[config.mk]
export PLATFORM = sky130hd
export DESIGN_NAME = mcsr_row_scheduler_flat
export DESIGN_NICKNAME = d
export VERILOG_FILES = /design/src/rtl/mcsr_row_scheduler_if.sv /design/src/rtl/mcsr_row_scheduler.sv /design/src/flat_wrapper.sv
export SDC_FILE = /design/constraint.sdc
export NUM_CORES = 1
export LEC_CHECK = 0
export BUFFER_PORTS_ARGS = -buffer_cell sky130_fd_sc_hd__buf_4
export CAP_MARGIN = 25
export CORE_ASPECT_RATIO = 0.75
export CORE_MARGIN = 4
export CORE_UTILIZATION = 34
export CTS_BUF_LIST = sky130_fd_sc_hd__clkbuf_8
export CTS_CLUSTER_DIAMETER = 150
export DETAILED_ROUTE_END_ITERATION = 8
export GPL_TIMING_DRIVEN = 0
export HOLD_SLACK_MARGIN = 0.02
export SYNTH_ARGS = -nofsm -noshare
export SYNTH_HDL_FRONTEND = slang
export SYNTH_SLANG_ARGS = --single-unit
[constraint.sdc]
create_clock -name ap_clk -period 1.9 [get_ports ap_clk]
set_clock_uncertainty 0.1 [all_clocks]
set_input_delay 0.57 -clock ap_clk [delete_from_list [all_inputs] [get_ports ap_clk]]
set_output_delay 0.57 -clock ap_clk [all_outputs]
set_load 0.01 [all_outputs]
[src/rtl/mcsr_row_scheduler_if.sv]
// rtl/mcsr_row_scheduler_if.sv - ap_ctrl_hs handshake and result bus between scheduler and row engines
interface mcsr_row_scheduler_if #(
    parameter int NUM_ROWS = 5,
    parameter int DATA_W   = 32
);
    logic [NUM_ROWS-1:0]        eng_ap_start;
    logic [NUM_ROWS-1:0]        eng_ap_ready;
    logic [NUM_ROWS-1:0]        eng_ap_done;
    logic [NUM_ROWS*DATA_W-1:0] eng_y_o;
    logic [NUM_ROWS-1:0]        eng_y_o_ap_vld;

    modport master (
        output eng_ap_start,
        input  eng_ap_ready,
        input  eng_ap_done,
        input  eng_y_o,
        input  eng_y_o_ap_vld
    );

    modport slave (
        input  eng_ap_start,
        output eng_ap_ready,
        output eng_ap_done,
        output eng_y_o,
        output eng_y_o_ap_vld
    );
endinterface

[src/rtl/mcsr_row_scheduler.sv]
// rtl/mcsr_row_scheduler.sv - launches masked MCSR row engines, captures y_o, reports done/timeout/cycles
module mcsr_row_scheduler #(
    parameter int NUM_ROWS = 5,
    parameter int DATA_W   = 32,
    parameter int CNT_W    = 16,
    parameter int TIMEOUT  = 1024
) (
    input  logic                       ap_clk,
    input  logic                       ap_rst,
    input  logic                       start,
    input  logic [NUM_ROWS-1:0]        row_mask,
    mcsr_row_scheduler_if.master       eng,
    output logic [NUM_ROWS*DATA_W-1:0] y_out,
    output logic [NUM_ROWS-1:0]        y_valid,
    output logic                       busy,
    output logic                       done,
    output logic                       timeout,
    output logic [CNT_W-1:0]           cycles
);
    localparam logic [1:0] S_IDLE = 2'd0;
    localparam logic [1:0] S_RUN  = 2'd1;
    localparam logic [1:0] S_DONE = 2'd2;
    localparam logic [CNT_W-1:0] TO_LAST = CNT_W'(TIMEOUT - 1);

    logic [1:0]          state;
    logic [NUM_ROWS-1:0] mask;
    logic [NUM_ROWS-1:0] pend;
    logic [NUM_ROWS-1:0] cmpl;
    logic [NUM_ROWS-1:0] cmpl_next;
    logic [NUM_ROWS-1:0] cap;

    // Unmasked rows start with cmpl=1, so only masked done pulses matter.
    always_comb begin
        cmpl_next = cmpl | (eng.eng_ap_done & mask);
        cap       = eng.eng_y_o_ap_vld & mask & ~y_valid;
    end

    assign eng.eng_ap_start = pend;
    assign busy             = (state != S_IDLE);
    assign done             = (state == S_DONE);

    always_ff @(posedge ap_clk) begin
        if (ap_rst) begin
            state   <= S_IDLE;
            mask    <= '0;
            pend    <= '0;
            cmpl    <= '0;
            y_out   <= '0;
            y_valid <= '0;
            timeout <= 1'b0;
            cycles  <= '0;
        end else begin
            case (state)
                S_IDLE: begin
                    if (start) begin
                        state   <= S_RUN;
                        mask    <= row_mask;
                        pend    <= row_mask;
                        cmpl    <= ~row_mask;
                        y_out   <= '0;
                        y_valid <= '0;
                        timeout <= 1'b0;
                        cycles  <= '0;
                    end
                end
                S_RUN: begin
                    pend    <= pend & ~eng.eng_ap_ready;
                    cmpl    <= cmpl_next;
                    y_valid <= y_valid | cap;
                    for (int i = 0; i < NUM_ROWS; i++) begin
                        if (cap[i]) begin
                            y_out[i*DATA_W +: DATA_W] <= eng.eng_y_o[i*DATA_W +: DATA_W];
                        end
                    end
                    if (!(&cycles)) begin
                        cycles <= cycles + 1'b1;
                    end
                    // A completion arriving on the timeout edge still counts as a clean finish.
                    if (&cmpl_next) begin
                        state <= S_DONE;
                        pend  <= '0;
                    end else if (cycles == TO_LAST) begin
                        state   <= S_DONE;
                        pend    <= '0;
                        timeout <= 1'b1;
                    end
                end
                S_DONE: begin
                    state <= S_IDLE;
                end
                default: begin
                    state <= S_IDLE;
                end
            endcase
        end
    end
endmodule

[src/flat_wrapper.sv]
// flat-port wrapper written by rule: the top's interface ports become plain ports
module mcsr_row_scheduler_flat 
#(
    parameter int NUM_ROWS = 5,
    parameter int DATA_W   = 32,
    parameter int CNT_W    = 16,
    parameter int TIMEOUT  = 1024
)
  (ap_clk, ap_rst, start, row_mask, y_out, y_valid, busy, done, timeout, cycles, eng_eng_ap_start, eng_eng_ap_ready, eng_eng_ap_done, eng_eng_y_o, eng_eng_y_o_ap_vld);
  mcsr_row_scheduler_if #(.NUM_ROWS(NUM_ROWS), .DATA_W(DATA_W)) eng_i ();
  input  logic ap_clk;
  input  logic ap_rst;
  input  logic start;
  input  logic [NUM_ROWS-1:0] row_mask;
  output logic [NUM_ROWS*DATA_W-1:0] y_out;
  output logic [NUM_ROWS-1:0] y_valid;
  output logic busy;
  output logic done;
  output logic timeout;
  output logic [CNT_W-1:0] cycles;
  output wire logic [$bits(eng_i.eng_ap_start)-1:0] eng_eng_ap_start;
  input wire logic [$bits(eng_i.eng_ap_ready)-1:0] eng_eng_ap_ready;
  input wire logic [$bits(eng_i.eng_ap_done)-1:0] eng_eng_ap_done;
  input wire logic [$bits(eng_i.eng_y_o)-1:0] eng_eng_y_o;
  input wire logic [$bits(eng_i.eng_y_o_ap_vld)-1:0] eng_eng_y_o_ap_vld;
  assign eng_eng_ap_start = eng_i.eng_ap_start;
  assign eng_i.eng_ap_ready = eng_eng_ap_ready;
  assign eng_i.eng_ap_done = eng_eng_ap_done;
  assign eng_i.eng_y_o = eng_eng_y_o;
  assign eng_i.eng_y_o_ap_vld = eng_eng_y_o_ap_vld;
  mcsr_row_scheduler #(.NUM_ROWS(NUM_ROWS), .DATA_W(DATA_W), .CNT_W(CNT_W), .TIMEOUT(TIMEOUT)) u_core (.ap_clk(ap_clk), .ap_rst(ap_rst), .start(start), .row_mask(row_mask), .eng(eng_i), .y_out(y_out), .y_valid(y_valid), .busy(busy), .done(done), .timeout(timeout), .cycles(cycles));
endmodule
==> impl_metrics.env <==
export IMPL_drc_errors=0
export IMPL_die_area_um2=26200
export IMPL_ys_async_sr_fraction=0
export IMPL_critPathMaxFanout=6
export IMPL_netlist_area_um2=8050
export IMPL_synth_area_leader_cell="dfxtp_1"
export IMPL_synth_edf_count=0
export IMPL_total_power_mw=9.01
export IMPL_port_buffers=370
export IMPL_coreArea_um2=23100
export IMPL_cap_violations=0
export IMPL_synth_ff_type="dfxtp_1"
export IMPL_rsz0062_at_grt="true"
export IMPL_cp_required_ns=1.23
export IMPL_path_buf_inv=1
export IMPL_synth_top_area_frac=0.495
export IMPL_dieHeight_um=141
export IMPL_clk_latency_ns=0.46
export IMPL_diodes=0
export IMPL_ys_types=61
export IMPL_grt_pass1_vias=7706
export IMPL_setup_viol=0
export IMPL_path_cells="or2_4, buf_6"
export IMPL_worst_slew_pin_slew_ns=0.657
export IMPL_drive_gt1_frac=0.386
export IMPL_maxSlewViolCount=0
export IMPL_critPathCaptureType="output port"
export IMPL_grt_usage=0.215
export IMPL_start_kind="register"
export IMPL_final_cell_mix="buf_4 (392), dfxtp_1 (181), nand2_1 (124)"
export IMPL_fillers=2222
export IMPL_antenna_found_initial=0
export IMPL_root_buffer="clkbuf_8"
export IMPL_path_clk_slew_ns=0.12
export IMPL_wirelength_mm=29.7
export IMPL_gp_congestion=0.836
export IMPL_rows=48
export IMPL_status="complete, no violations"
export IMPL_finalNetCount=1489
export IMPL_yosys_register_bits=199
export IMPL_firstDrtPassIters=5
export IMPL_num_io_pins=372
export IMPL_syn_area_per_cell_um2=9.00
export IMPL_cp_arrival_ns=1.22
export IMPL_die_w_um=186
export IMPL_cts_max_level=4
export IMPL_vias=8013
export IMPL_drtIter0Drc=559
export IMPL_overflow=0
export IMPL_wl_per_cell_um=18.4
export IMPL_clock_sinks=199
export IMPL_grt_pass1_wl_mm=44.3
export IMPL_max_freq_mhz=530
export IMPL_peakVddDrop_v=0.000425
export IMPL_initial_core_util=0.348
export IMPL_relSlewSlack=0.560
export IMPL_slowest_stage="dfxtp_4"
export IMPL_cts_tree="yes"
export IMPL_cts_buffers=17
export IMPL_r2r_setup_slack_ns=0.02
export IMPL_hold_viol_final=0
export IMPL_yosys_top_cells_area="dfxtp_1 (49%), mux2i_1 (8.1%), nand2_1 (5.8%)"
export IMPL_cpLargestDelayFamily="flip-flops"
export IMPL_layout_commonest_cell="buf_4"
export IMPL_areaGrowthSynthToFinish_pct=50.8
export IMPL_cts_buffer_depth=2
export IMPL_grt_max_degree=21
export IMPL_slowest_delay_ns=0.38
export IMPL_path_class="register to output port"
export IMPL_syn_nets=1079
export IMPL_finalCritPeriodShare=0.993
export IMPL_hpwl_mm=22.6
export IMPL_avgViaCountPerCell=4.95
export IMPL_leakage_nw=5.31
export IMPL_period_needed_ns=1.89
export IMPL_holdCritPathClass="primary input to register"
export IMPL_yosys_warnings=0
export IMPL_antenna_left=0
export IMPL_tns_ns=0
export IMPL_synth_yosys_seq_area_share=0.495
export IMPL_synth_cells=895
export IMPL_cellPowerDensity_nw_per_um2=742
-- final timing paths --
check                                      start                 to  cells past startpoint
worst max-delay path             u_core.state[0]               busy                      2
worst min-delay path             eng_eng_y_o[26]   u_core.y_out[26]                      3
worst max register to register  u_core.cycles[1]  u_core.cycles[13]                      5
worst min register to register  u_core.y_out[56]   u_core.y_out[56]                      2
-- flip-flops by register name (all words and copies together) (netlist names) --
name                     flops
u_core.cmpl                  5
u_core.cycles               16
u_core.eng.eng_ap_start      5
u_core.mask                  5
u_core.state                 2
u_core.timeout               1
u_core.y_out               160
u_core.y_valid               5
-- cell usage after synthesis (8+ instances only) --
master	instances
a2bb2oi_1	32
a21oi_1	87
nor2_1	78
nand3b_1	37
nor4_1	9
dfxtp_1	199
mux2i_1	65
and2_1	64
nand2_1	124
clkbuf_1	51
nand3_1	36
buf_2	11
inv_1	8
-- where the power goes --
| group | total (mW) | internal (mW) | leakage (nW) | switching (mW) |
|---|---|---|---|---|
| clock network | 2.77 | 1.03 | 0.204 | 1.75 |
| logic | 1.77 | 0.910 | 3.47 | 0.857 |
| registers | 4.47 | 4.35 | 1.63 | 0.119 |
-- cells by family after synthesis --
family	count (synthesis)	share of synthesized area
buf+inv	79	0.0413
compound gates	175	0.146
xor+xnor	1	0.00109
flops	199	0.495
mux	65	0.0808
fa+ha+maj	1	0.00155
simple gates	375	0.234
-- timing repair --
item,CTS,global route
cloned,0,1
endpoints found under the setup margin,194,116
pin swaps,9,13
hold buffers,0,0
setup buffers,12,10
gates resized for setup,57,42
-- per-layer routing --
| layer | vias to the layer above | share of wire | global-route usage |
|---|---|---|---|
| li1 | 3936 | - | - |
| met1 | 3740 | 0.43 | 0.288 |
| met2 | 314 | 0.47 | 0.339 |
| met3 | 23 | 0.095 | 0.0695 |
| met4 | 0 | 0.014 | 0.0483 |
| met5 | - | 0 | 0 |
-- metrics by stage --
step / setup WS, ns / cell area, µm² / hold WS (ns) / cells / util
finish: 0.0140 / 12100 / 0.236 / 1618 / 0.525
global route: -0.0404 / 12100 / 0.192 / 1618 / 0.525
CTS: -0.0219 / 12000 / 0.198 / 1608 / 0.517
detailed placement: -0.562 / 11300 / 0.346 / 1566 / 0.490
global placement: -0.547 / 11300 / 0.339 / 1565 / 0.489
floorplan: -0.0464 / 8160 / 0.332 / 895 / -
-- tightest hold or removal path: cells and delay by family --
family	cells	cell delay [ns]
AND/OR/NAND/NOR	1	0.05
buffers and inverters	1	0.11
AO/OA/AOI/OAI	1	0.05
-- final cells by class --
type | instances | area [µm²] | area share
sequential | 199 | 4040 | 0.333
multi-input combinational | 617 | 3870 | 0.319
timing repair buffer | 394 | 3010 | 0.248
buffer | 68 | 413 | 0.0340
tap | 300 | 375 | 0.0309
clock buffer | 18 | 248 | 0.0204
clock inverter | 14 | 151 | 0.0125
inverter | 8 | 30.0 | 0.00247
No activity file was read; power rests on OpenSTA's default activity.
